$ cat src/rtl/uart_rx_pkg.sv
// Shared UART receiver definitions: FSM state encodings (aligned with uart_tx), frame sizes,
// and the baud counter width helper.
package uart_rx_pkg;

   localparam int unsigned UART_DATA_BITS  = 8;
   localparam int unsigned UART_FRAME_BITS = 11;

   typedef enum logic [2:0] {
      ST_IDLE   = 3'd0,
      ST_START  = 3'd1,
      ST_DATA   = 3'd2,
      ST_PARITY = 3'd3,
      ST_STOP   = 3'd4,
      ST_BREAK  = 3'd5
   } rx_state_e;

   // Baud counter must hold CLKS_PER_BIT-1; never narrower than one bit.
   function automatic int unsigned bcnt_width(input int unsigned n);
      return (n < 2) ? 1 : int'($clog2(n));
   endfunction

endpackage

$ cat src/rtl/uart_rx_sync.sv
// Two-flop synchronizer for the asynchronous serial line; resets to the idle (high) level.
module uart_rx_sync (
   input  logic clk,
   input  logic reset,
   input  logic d,
   output logic q
);

   logic meta_q;
   logic sync_q;

   always_ff @(posedge clk or posedge reset) begin
      if (reset) begin
         meta_q <= 1'b1;
         sync_q <= 1'b1;
      end else begin
         meta_q <= d;
         sync_q <= meta_q;
      end
   end

   assign q = sync_q;

endmodule

$ cat src/rtl/uart_rx.sv
// UART receiver: start, 8 data bits LSB first, even parity, stop. Reports byte plus flags
// with a one-cycle rx_valid. Define UART_RX_SYNC_EN to synchronize rx through two flops.
module uart_rx
   import uart_rx_pkg::*;
#(
   parameter int unsigned CLKS_PER_BIT = 1
) (
   input  logic       clk,
   input  logic       reset,
   input  logic       rx,
   output logic [7:0] rx_data,
   output logic       rx_valid,
   output logic       parity_err,
   output logic       frame_err,
   output logic       rx_busy
);

   localparam int unsigned BCNT_W = bcnt_width(CLKS_PER_BIT);
   localparam int unsigned HALF   = (CLKS_PER_BIT - 1) / 2;
   localparam logic [BCNT_W-1:0] RELOAD     = BCNT_W'(CLKS_PER_BIT - 1);
   // Detection cycle itself counts as the first half-bit cycle.
   localparam logic [BCNT_W-1:0] START_LOAD = BCNT_W'((HALF == 0) ? 0 : HALF - 1);
   localparam logic [2:0] LAST_BIT = 3'(UART_DATA_BITS - 1);

   logic rx_s;

`ifdef UART_RX_SYNC_EN
   uart_rx_sync u_sync (
      .clk   (clk),
      .reset (reset),
      .d     (rx),
      .q     (rx_s)
   );
`else
   assign rx_s = rx;
`endif

   rx_state_e                   state_q, state_d;
   logic [BCNT_W-1:0]           baud_q, baud_d;
   logic [2:0]                  bit_q, bit_d;
   logic [UART_DATA_BITS-1:0]   shift_q, shift_d;
   logic                        par_q, par_d;
   logic [UART_DATA_BITS-1:0]   rx_data_q, rx_data_d;
   logic                        rx_valid_q, rx_valid_d;
   logic                        parity_err_q, parity_err_d;
   logic                        frame_err_q, frame_err_d;
   logic                        rx_busy_q, rx_busy_d;

   always_ff @(posedge clk or posedge reset) begin
      if (reset) begin
         state_q      <= ST_IDLE;
         baud_q       <= '0;
         bit_q        <= '0;
         shift_q      <= '0;
         par_q        <= 1'b0;
         rx_data_q    <= '0;
         rx_valid_q   <= 1'b0;
         parity_err_q <= 1'b0;
         frame_err_q  <= 1'b0;
         rx_busy_q    <= 1'b0;
      end else begin
         state_q      <= state_d;
         baud_q       <= baud_d;
         bit_q        <= bit_d;
         shift_q      <= shift_d;
         par_q        <= par_d;
         rx_data_q    <= rx_data_d;
         rx_valid_q   <= rx_valid_d;
         parity_err_q <= parity_err_d;
         frame_err_q  <= frame_err_d;
         rx_busy_q    <= rx_busy_d;
      end
   end

   always_comb begin
      state_d      = state_q;
      baud_d       = baud_q;
      bit_d        = bit_q;
      shift_d      = shift_q;
      par_d        = par_q;
      rx_data_d    = rx_data_q;
      rx_valid_d   = 1'b0;
      parity_err_d = parity_err_q;
      frame_err_d  = frame_err_q;

      case (state_q)
         ST_IDLE: begin
            if (!rx_s) begin
               if (HALF == 0) begin
                  state_d = ST_DATA;
                  baud_d  = RELOAD;
                  bit_d   = '0;
               end else begin
                  state_d = ST_START;
                  baud_d  = START_LOAD;
               end
            end
         end
         ST_START: begin
            if (baud_q != '0) begin
               baud_d = baud_q - BCNT_W'(1);
            end else if (!rx_s) begin
               state_d = ST_DATA;
               baud_d  = RELOAD;
               bit_d   = '0;
            end else begin
               state_d = ST_IDLE;
            end
         end
         ST_DATA: begin
            if (baud_q != '0) begin
               baud_d = baud_q - BCNT_W'(1);
            end else begin
               shift_d = {rx_s, shift_q[UART_DATA_BITS-1:1]};
               baud_d  = RELOAD;
               if (bit_q == LAST_BIT) begin
                  state_d = ST_PARITY;
               end else begin
                  bit_d = bit_q + 3'd1;
               end
            end
         end
         ST_PARITY: begin
            if (baud_q != '0) begin
               baud_d = baud_q - BCNT_W'(1);
            end else begin
               par_d   = rx_s;
               baud_d  = RELOAD;
               state_d = ST_STOP;
            end
         end
         ST_STOP: begin
            if (baud_q != '0) begin
               baud_d = baud_q - BCNT_W'(1);
            end else begin
               // Report the frame even on errors; a low stop bit parks in BREAK.
               rx_valid_d   = 1'b1;
               rx_data_d    = shift_q;
               parity_err_d = par_q != (^shift_q);
               frame_err_d  = !rx_s;
               state_d      = rx_s ? ST_IDLE : ST_BREAK;
            end
         end
         ST_BREAK: begin
            if (rx_s) begin
               state_d = ST_IDLE;
            end
         end
         default: begin
            state_d = ST_IDLE;
         end
      endcase

      rx_busy_d = state_d != ST_IDLE;
   end

   assign rx_data    = rx_data_q;
   assign rx_valid   = rx_valid_q;
   assign parity_err = parity_err_q;
   assign frame_err  = frame_err_q;
   assign rx_busy    = rx_busy_q;

endmodule

$ cat config.mk
export PLATFORM = sky130hd
export DESIGN_NAME = uart_rx
export DESIGN_NICKNAME = d
export VERILOG_FILES = /design/src/rtl/uart_rx_pkg.sv /design/src/rtl/uart_rx_sync.sv /design/src/rtl/uart_rx.sv
export SDC_FILE = /design/constraint.sdc
export NUM_CORES = 1
export LEC_CHECK = 0
export ABC_AREA = 1
export CAP_MARGIN = 20
export CORE_UTILIZATION = 55
export DETAILED_ROUTE_END_ITERATION = 7
export DONT_BUFFER_PORTS = 1
export GPL_TIMING_DRIVEN = 0
export PLACE_DENSITY = 0.8
export SYNTH_ARGS = -nofsm -noshare
export SYNTH_HDL_FRONTEND = slang
export SYNTH_SLANG_ARGS = --single-unit
$ cat constraint.sdc
create_clock -name clk -period 1.6 [get_ports clk]
set_input_delay 0.32 -clock clk [delete_from_list [all_inputs] [get_ports clk]]
set_output_delay 0.32 -clock clk [all_outputs]
set_load 0.1 [all_outputs]
==> results of run 1 <==
[Yosys cell counts]
cell	n	area, um^2
a21oi_1	1	5.00
a22o_1	2	17.5
buf_2	1	5.00
buf_6	2	22.5
dfrtp_1	27	676
ha_1	2	25.0
inv_1	15	56.3
inv_2	3	11.3
nand2_1	45	169
nand2_4	1	11.3
nand3_1	6	30.0
nor2_1	3	11.3
nor2_2	2	12.5
nor2_4	2	22.5
nor3_4	1	16.3
o21ai_0	2	10.0
o21ai_1	8	40.0
o21ai_2	10	87.6
o21ai_4	1	16.3
xor2_1	1	8.76
[how the worst min path moves through the flow]
stage                     end  cells past startpoint
floorplan            bit_q[0]                      1
global placement    frame_err                      1
detailed placement  frame_err                      1
CTS                 frame_err                      1
global route        frame_err                      1
finish              frame_err                      1
[cells by family (layout without fill, tap and decap cells)]
| group | Yosys count | after routing | share of synthesized area (%) |
|---|---|---|---|
| buffers and inverters | 21 | 27 | 7.58 |
| and+or+nand+nor | 60 | 60 | 21.8 |
| AOI/OAI and AO/OA | 24 | 24 | 14.1 |
| adders and majority gates | 2 | 2 | 2.00 |
| DFF | 27 | 27 | 53.9 |
| xor gates and xnor gates | 1 | 1 | 0.699 |
[cell usage in the layout, fill, tap and decap left out, drive strengths merged]
master / n
a21oi: 1
a22o: 2
buf: 4
clkbuf: 3
clkinv: 1
dfrtp: 27
dlygate4sd3: 1
ha: 2
inv: 18
nand2: 46
nand3: 6
nor2: 7
nor3: 1
o21ai: 21
xor2: 1
[stage by stage]
step / instances / setup WS [ps] / util (%)
after floorplan: 135 / 331 / -
after global placement: 162 / 289 / 63.1
after detailed placement: 162 / 262 / 63.1
after CTS: 166 / 3.32 / 65.0
after global routing: 168 / 170 / 67.0
final: 168 / 230 / 67.0
[area by class of cell]
class | count | area share (%)
Sequential cell | 27 | 50.5
Multi-Input combinational cell | 87 | 35.3
Inverter | 18 | 4.94
Timing Repair Buffer | 2 | 2.74
Tap cell | 27 | 2.47
Buffer | 3 | 2.01
Clock buffer | 3 | 1.65
Clock inverter | 1 | 0.366
[metal layers]
| metal | wire (um) | part of all wire (%) | GRT usage [%] | vias to the layer above |
|---|---|---|---|---|
| met1 | 1030 | 45 | 24.9 | 427 |
| met4 | 43 | 1.9 | 9.52 | 0 |
| met5 | 0 | 0 | 0 | - |
| li1 | - | - | - | 441 |
| met2 | 1160 | 51 | 34.5 | 14 |
| met3 | 44 | 1.9 | 3.09 | 5 |
[state kept, by name (all words and copies together) (netlist names)]
register,count
rx_data,8
par_q,1
shift_q,8
state_q,3
bit_q,3
parity_err,1
rx_valid,1
frame_err,1
rx_busy,1
[timing repair]
item	4_1_cts	5_1_grt
setup endpoints to repair	10	2
pin swaps	0	0
hold endpoints to repair	0	3
hold buffers	0	1
resized for setup	10	2
==> results.py, run 1 <==
metrics = {
    "sta": {
        "worst_pin_slew_ps": 498,
        "hold_viol": 0,
        "clock.fmax_mhz": 730,
        "fin_crit_ps": 1370,
        "drv_slew": 0,
        "setup_viol": 0,
        "post-route-period-util_pct": 85.6,
        "fin_worst_skew_ps": 4.67,
        "fin_tns_setup_ps": 0,
        "maxSlewHeadroom_pct": 66.8,
        "whs_ps": 37.7,
        "grt_setup_unrepaired": "no",
    },
    "route": {
        "drtPass1Iterations": 4,
        "drc_errors": 0,
        "dr_total_vias": 887,
        "drtIter0Drc": 14,
        "wl_per_cell_um": 13.5,
        "viasPerCell": 5.28,
        "drt_wl_total_um": 2270,
        "postRouteAntennaNets": 0,
    },
    "clocking": {
        "clk_path_buf_depth": 2,
        "post-cts-setup-buffer-count": 0,
        "cts_tree": "yes",
        "cts.htree.levels": 1,
        "clk_latency_ps": 330,
        "cts_sinks": 27,
        "path_clk_slew_ps": 150,
        "numCtsBuffers": 3,
        "cts-root-buf": "clkbuf_4",
    },
    "yosys": {
        "synth_cell_types": 20,
        "synth_warnings": 0,
        "synth-seq-area-share_pct": 53.9,
        "syn-cell-area_um2": 1250,
        "ys_seq_elements": 27,
        "syn-num-nets": 140,
        "synthCells": 135,
        "syn_area_per_cell_um2": 9.29,
    },
    "global_route": {
        "grt_overflow_total": 0,
        "grt_max_degree": 28,
        "grt_pass1_wl_um": 3710,
        "antenna_found_initial": 0,
        "track_usage_pct": 20.2,
        "grt_pass1_vias": 834,
    },
    "final_layout": {
        "finish.instance_area_um2": 1370,
        "multiInputGateArea_um2": 483,
        "register_area_um2": 691,
        "diodes": 0,
        "area_growth_pct": 9.08,
        "nNetsFinal": 147,
        "num-fill-cells": 175,
        "drive_gt1_share_pct": 28.4,
    },
    "floorplanning": {
        "core_um2": 2040,
        "std_cell_rows": 16,
        "start_util_pct": 61.4,
        "die_x_um": 49.7,
        "fp.dieArea_um2": 2470,
        "io_pins": 15,
        "die_y_um": 49.7,
    },
    "job": {
        "drv_cap": 0,
    },
    "run_status": {
        "status": "complete, no violations",
    },
    "setup_path": {
        "critPathMaxFanout": 2,
        "path_depth": 0,
        "r2r-end": "bit_q[2]",
        "startpoint_type": "register",
        "reg2regPathDepth": 5,
        "worst_setup_path_end_kind": "primary output",
        "endpoint": "rx_data[3]",
        "crit_arrival_ps": 1050,
        "rrSetupSlack_ps": 230,
        "criticalPathCategory": "register to primary output",
        "crit-reg2reg-launch": "bit_q[0]",
        "cp-startpoint": "rx_data[3]",
        "required_ps": 1280,
    },
    "place": {
        "placed_area_um2": 1290,
        "place.gp.congestion": 0.731,
        "buffer_ports.inserted": 0,
        "dp_hpwl_um": 1510,
    },
    "hold_path": {
        "hold_start": "rx",
        "holdCritPathClass": "input port to register",
    },
}
Power of run 1 is not shown: default switching activity piles up to over one toggle a cycle in this logic, so the estimate is an artifact.
==> inputs of run 2 (changes only) <==
CORE_UTILIZATION = 45   (was 55)
PLACE_DENSITY = 0.7   (was 0.8)
==> run 2 against run 1 <==
Net effect: sequential share of layout area is 1.3 points higher; flip-flop and latch count is the same; die area is 21% higher; critical path depth rose by 5; worst setup slack better by 10 ps; highest routed layer unchanged.
==> results.py, run 2 (synthesis results as in run 1) <==
metrics = {
    "route": {
        "dr_total_vias": 853,
        "postRouteAntennaNets": 0,
        "drtPass1Iterations": 4,
        "drc_errors": 0,
        "drt_wl_total_um": 1960,
        "viasPerCell": 5.05,
        "wl_per_cell_um": 11.6,
        "drtIter0Drc": 16,
    },
    "final_layout": {
        "final_cell_count_no_fill": 169,
        "diodes": 0,
        "nNetsFinal": 145,
        "final_common_cell": "nand2_1",
        "mostFrequentLayoutCells": "nand2_1, inv_1, dfrtp_1",
        "num-fill-cells": 222,
        "drive_gt1_share_pct": 27.3,
        "area_growth_pct": 6.29,
        "multiInputGateArea_um2": 483,
        "register_area_um2": 691,
        "finish.instance_area_um2": 1330,
    },
    "sta": {
        "maxSlewHeadroom_pct": 35.1,
        "hold_viol": 0,
        "drv_slew": 0,
        "fin_tns_setup_ps": 0,
        "grt_setup_unrepaired": "no",
        "worst_pin_slew_ps": 973,
        "clock.fmax_mhz": 735,
        "setup_viol": 0,
        "post-route-period-util_pct": 85.0,
        "fin_worst_skew_ps": 2.94,
        "fin_crit_ps": 1360,
    },
    "floorplanning": {
        "core_um2": 2540,
        "die_x_um": 54.8,
        "fp.dieArea_um2": 3000,
        "die_y_um": 54.8,
        "io_pins": 15,
        "start_util_pct": 49.3,
        "std_cell_rows": 18,
    },
    "setup_path": {
        "max_stage_delay_ps": 430,
        "critPathMaxFanout": 4,
        "criticalPathCategory": "register to register",
        "crit_arrival_ps": 1590,
        "path_buf_inv": 1,
        "path_depth": 5,
        "startpoint_type": "register",
        "crit-reg2reg-launch": "bit_q[0]",
        "reg2regPathDepth": 5,
        "path_cells": "ha_1 -> ha_1 -> inv_1 -> o21ai_4 -> a22o_1",
        "cp_slowest_cell": "dfrtp_1",
        "worst_setup_path_end_kind": "register",
        "cp_top_family": "flip-flops",
        "cp-startpoint": "bit_q[0]",
        "cpMostUsedCell": "ha_1",
        "required_ps": 1830,
    },
    "clocking": {
        "cts_hold_buf": 0,
        "numCtsBuffers": 3,
        "cts_sinks": 27,
        "clk_latency_ps": 320,
        "path_clk_slew_ps": 140,
        "cts-root-buf": "clkbuf_4",
        "clk_path_buf_depth": 2,
        "cts_tree": "yes",
        "cts.htree.levels": 1,
    },
    "global_route": {
        "grt_max_degree": 28,
        "grt_pass1_vias": 719,
        "antenna_found_initial": 0,
        "grt_pass1_wl_um": 3110,
        "grt_overflow_total": 0,
        "track_usage_pct": 14.9,
    },
    "hold_path": {
        "holdCritPathClass": "input port to register",
        "hold_depth": 1,
        "hold_start": "rx",
    },
    "place": {
        "placed_area_um2": 1290,
        "dp_hpwl_um": 1420,
        "placed_cells_incl_taps": 165,
        "place.gp.congestion": 0.778,
        "buffer_ports.inserted": 0,
    },
    "job": {
        "drv_cap": 0,
    },
    "run_status": {
        "status": "complete, no violations",
    },
}
-- run 2: cell count changes in the layout (fill, tap and decap cells not counted), sizes merged --
| cell | change |
|---|---|
| dlygate4sd3 | -1 |
| clkbuf | +1 |
| clkinv | -1 |
| buf | -1 |
-- run 2: timing repair --
item                       in CTS  in global routing
buffers inserted                0                  0
gates resized for setup         4                  8
pin swaps                       0                  0
setup endpoints to repair       4                  8
-- run 2: worst paths after layout --
path	to	slack [ps]
max	bit_q[1]	240
min	frame_err	50
max reg2reg	bit_q[1]	240
min reg2reg	bit_q[0]	500
max in group asynchronous	rx_data[5]	860
min in group asynchronous	state_q[1]	90
-- run 2: cell type report --
type | count | area share [%]
inverters | 18 | 5.07
flip-flops and latches | 27 | 51.8
clock buffers | 4 | 1.97
plain buffers | 3 | 2.07
multi-input cells | 87 | 36.2
well taps | 30 | 2.82
-- run 2: per-layer routing --
metal	wire [um]	share of wire [%]	track usage (%)
met4	24	1.2	7.69
met5	0	0	0
met1	964	49	19.5
met2	890	45	22.9
met3	82	4.2	3.33
-- run 2: worst reg2reg max path: cells and delay by family, from the launching register on --
kind	cells	cell delay, ps
compound gates	2	330
buf+inv	1	110
fa+ha+maj	2	400
flops	1	430
-- run 2: metrics by stage --
stage	hold slack, ps	utilization (%)	worst slack [ps]
5_1_grt	24.9	52.4	183
3_5_place_dp	407	50.7	253
2_1_floorplan	373	-	331
4_1_cts	53.7	52.0	0.588
3_3_place_gp	403	50.7	299
6_report	48.9	52.4	240
Power of run 2 is left out for the same reason.
==> RTL edit, RTL diff (config.mk and constraints of run 2) <==
Reset style: synchronous (`reset`), changed in one clocked block. Comments in the files are not updated.
--- a/src/rtl/uart_rx.sv
+++ b/src/rtl/uart_rx.sv
@@ -48,3 +48,3 @@
 
-   always_ff @(posedge clk or posedge reset) begin
+   always_ff @(posedge clk) begin
       if (reset) begin
Formal check against the unedited RTL: differs if reset is asserted again (counterexample within 4 cycles, from zero or initial values and one cycle with reset high); with reset held inactive, the same outputs for 10 cycles.
==> RTL edit against run 2 <==
Worst setup slack gained 20 ps; non-clock buffer count grew 3; routed wire length grew 6.3%; hold slack gained 32 ps; final area shrank 9.1%; register-to-register slack gained 150 ps; sequential cell count is the same; area after synthesis shrank 9.6%; highest routed layer unchanged.
==> RTL edit: results (changes against run 2) <==
Final Hold Slack=81.33 ps (+32.46 ps); Post-synth top cells=29 x nand2_1, 27 x dfxtp_1, 22 x a21oi_1, 20 x inv_1, 20 x o21ai_0; synthesized instance count=145 (+7.4%); layout cell share with drive strength beyond 1=18.79% (-8.5 points); total CTS buffers=3 (unchanged); worst-skew pair later-pin latency=320 ps (about the same); largest net degree at the start of global routing=16 (-43%); Placement Cell Area=1169 sq um (-9.5%); Synth Flop Type=dfxtp_1; HPWL Detailed=1495 microns (+5.2%); first-pass GRT wire length=3629 microns (+17%); Post-synth EDFFs=0 (unchanged); vias in the first global route=862 (+20%); Period Utilization, post-route=83.76% (-1.2 points); clk buf depth=2 (unchanged); flop-to-flop setup slack=390 ps (+150 ps); normalized max-slew margin=64.34% (+29 points); clk root buf=clkbuf_4; placed cells=173 (+4.8%); Worst R2R End=bit_q[1]; area occupied by registers=555.5 sq um (-20%); clk_skew=3.645 ps (+0.7096 ps); reg-to-reg critical path startpoint=bit_q[0]; Synth async-reset ratio=0% (-100 points); Worst VDD drop=0.0007348 V; reg2reg path depth=6 (+1); GRT Util Overall=18.10% (+3.2 points); top cells by area, synth=dfxtp_1 48%, a21oi_1 9.7%, nand2_1 9.6%; worst slack at placement=229.5 ps (-23.18 ps); routed via count=931 (+9.1%); Hold Path Origin=rx; Seq/Total Area, Yosys=47.68% (-6.2 points); Ant. Diodes=0 (unchanged); nets=155 (+6.9%); Hold Path End=frame_err; status=completed; Synth cell types=21 (+5.0%); leakage=between 0.5 and 0.6 nW; yosys warns=0 (unchanged); Routed WL=2085 microns (+6.3%); Worst-path clk slew=140 ps (about the same); Avg WL per Cell=11.78 microns (+1.5%); Worst Path Max Fanout=2 (-2); syn nets=150 (+7.1%); fill count=226 (+1.8%); routability cong.=0.7692 (-1.1%)
RTL edit: cell types whose count changed in the layout (fill, tap and decap cells not counted), sizes merged, moves of 2 or more:
cell and delta:
a21oi +21, dfxtp +27, dfrtp -27, a22o -2
nand2 -16, inv +3, buf +2
RTL edit: power by group through the flow:
| stage | registers, mW | logic [mW] | clock network, mW |
|---|---|---|---|
| final | 0.733 | 0.152 | 0.286 |
| after global routing | 0.736 | 0.178 | 0.326 |
| after CTS | 0.733 | 0.153 | 0.304 |
| after detailed placement | 0.747 | 0.152 | 0 |
| after global placement | 0.746 | 0.146 | 0 |
| after floorplan | 0.744 | 0.124 | 0 |
RTL edit: worst max path at each step:
stage / start / end / slack, ps / depth (start not counted)
4_1_cts: frame_err / frame_err / 250 / 0
6_report: rx_data[1] / rx_data[1] / 260 / 0
3_5_place_dp: parity_err / parity_err / 230 / 2
3_3_place_gp: rx_data[4] / rx_data[4] / 240 / 2
5_1_grt: rx_data[1] / rx_data[1] / 220 / 0
2_1_floorplan: parity_err / parity_err / 280 / 2
RTL edit: repair_timing:
| item | CTS | global route |
|---|---|---|
| setup buffers | 0 | 0 |
| setup endpoints to repair | 12 | 0 |
| resized for setup | 12 | 0 |
RTL edit: layout make-up:
cell class,count,area share (%)
sequential,27,45.87
multi-input combinational,91,38.02
inverter,21,6.508
buffer,6,4.442
tap,28,2.893
clock buffer,3,1.860
clock inverter,1,0.4132
RTL edit: logic make-up (layout without fill, tap and decap cells):
| family | after synthesis | in the layout | share of synthesized area [%] |
|---|---|---|---|
| compound gates | 46 | 46 | 21.52 |
| xor+xnor | 1 | 1 | 0.7728 |
| fa+ha+maj | 2 | 2 | 2.207 |
| flops | 27 | 27 | 47.68 |
| buf+inv | 27 | 31 | 11.70 |
| simple gates | 42 | 42 | 16.11 |
RTL edit: per-layer routing:
| metal | global-route usage, % | routed length, microns |
|---|---|---|
| met1 | 22.40 | 1018 |
| met2 | 30.13 | 961 |
| met3 | 6.377 | 88 |
| met4 | 3.947 | 16 |
| met5 | 0 | 0 |
RTL edit: worst reg2reg max path, delay by kind of cell (launching register included):
kind / cells / cell delay, ps
buffers and inverters: 1 / 70
AND/OR/NAND/NOR: 1 / 70
flip-flops: 1 / 380
adder cells (fa/ha/maj): 2 / 330
AO/OA/AOI/OAI: 2 / 290
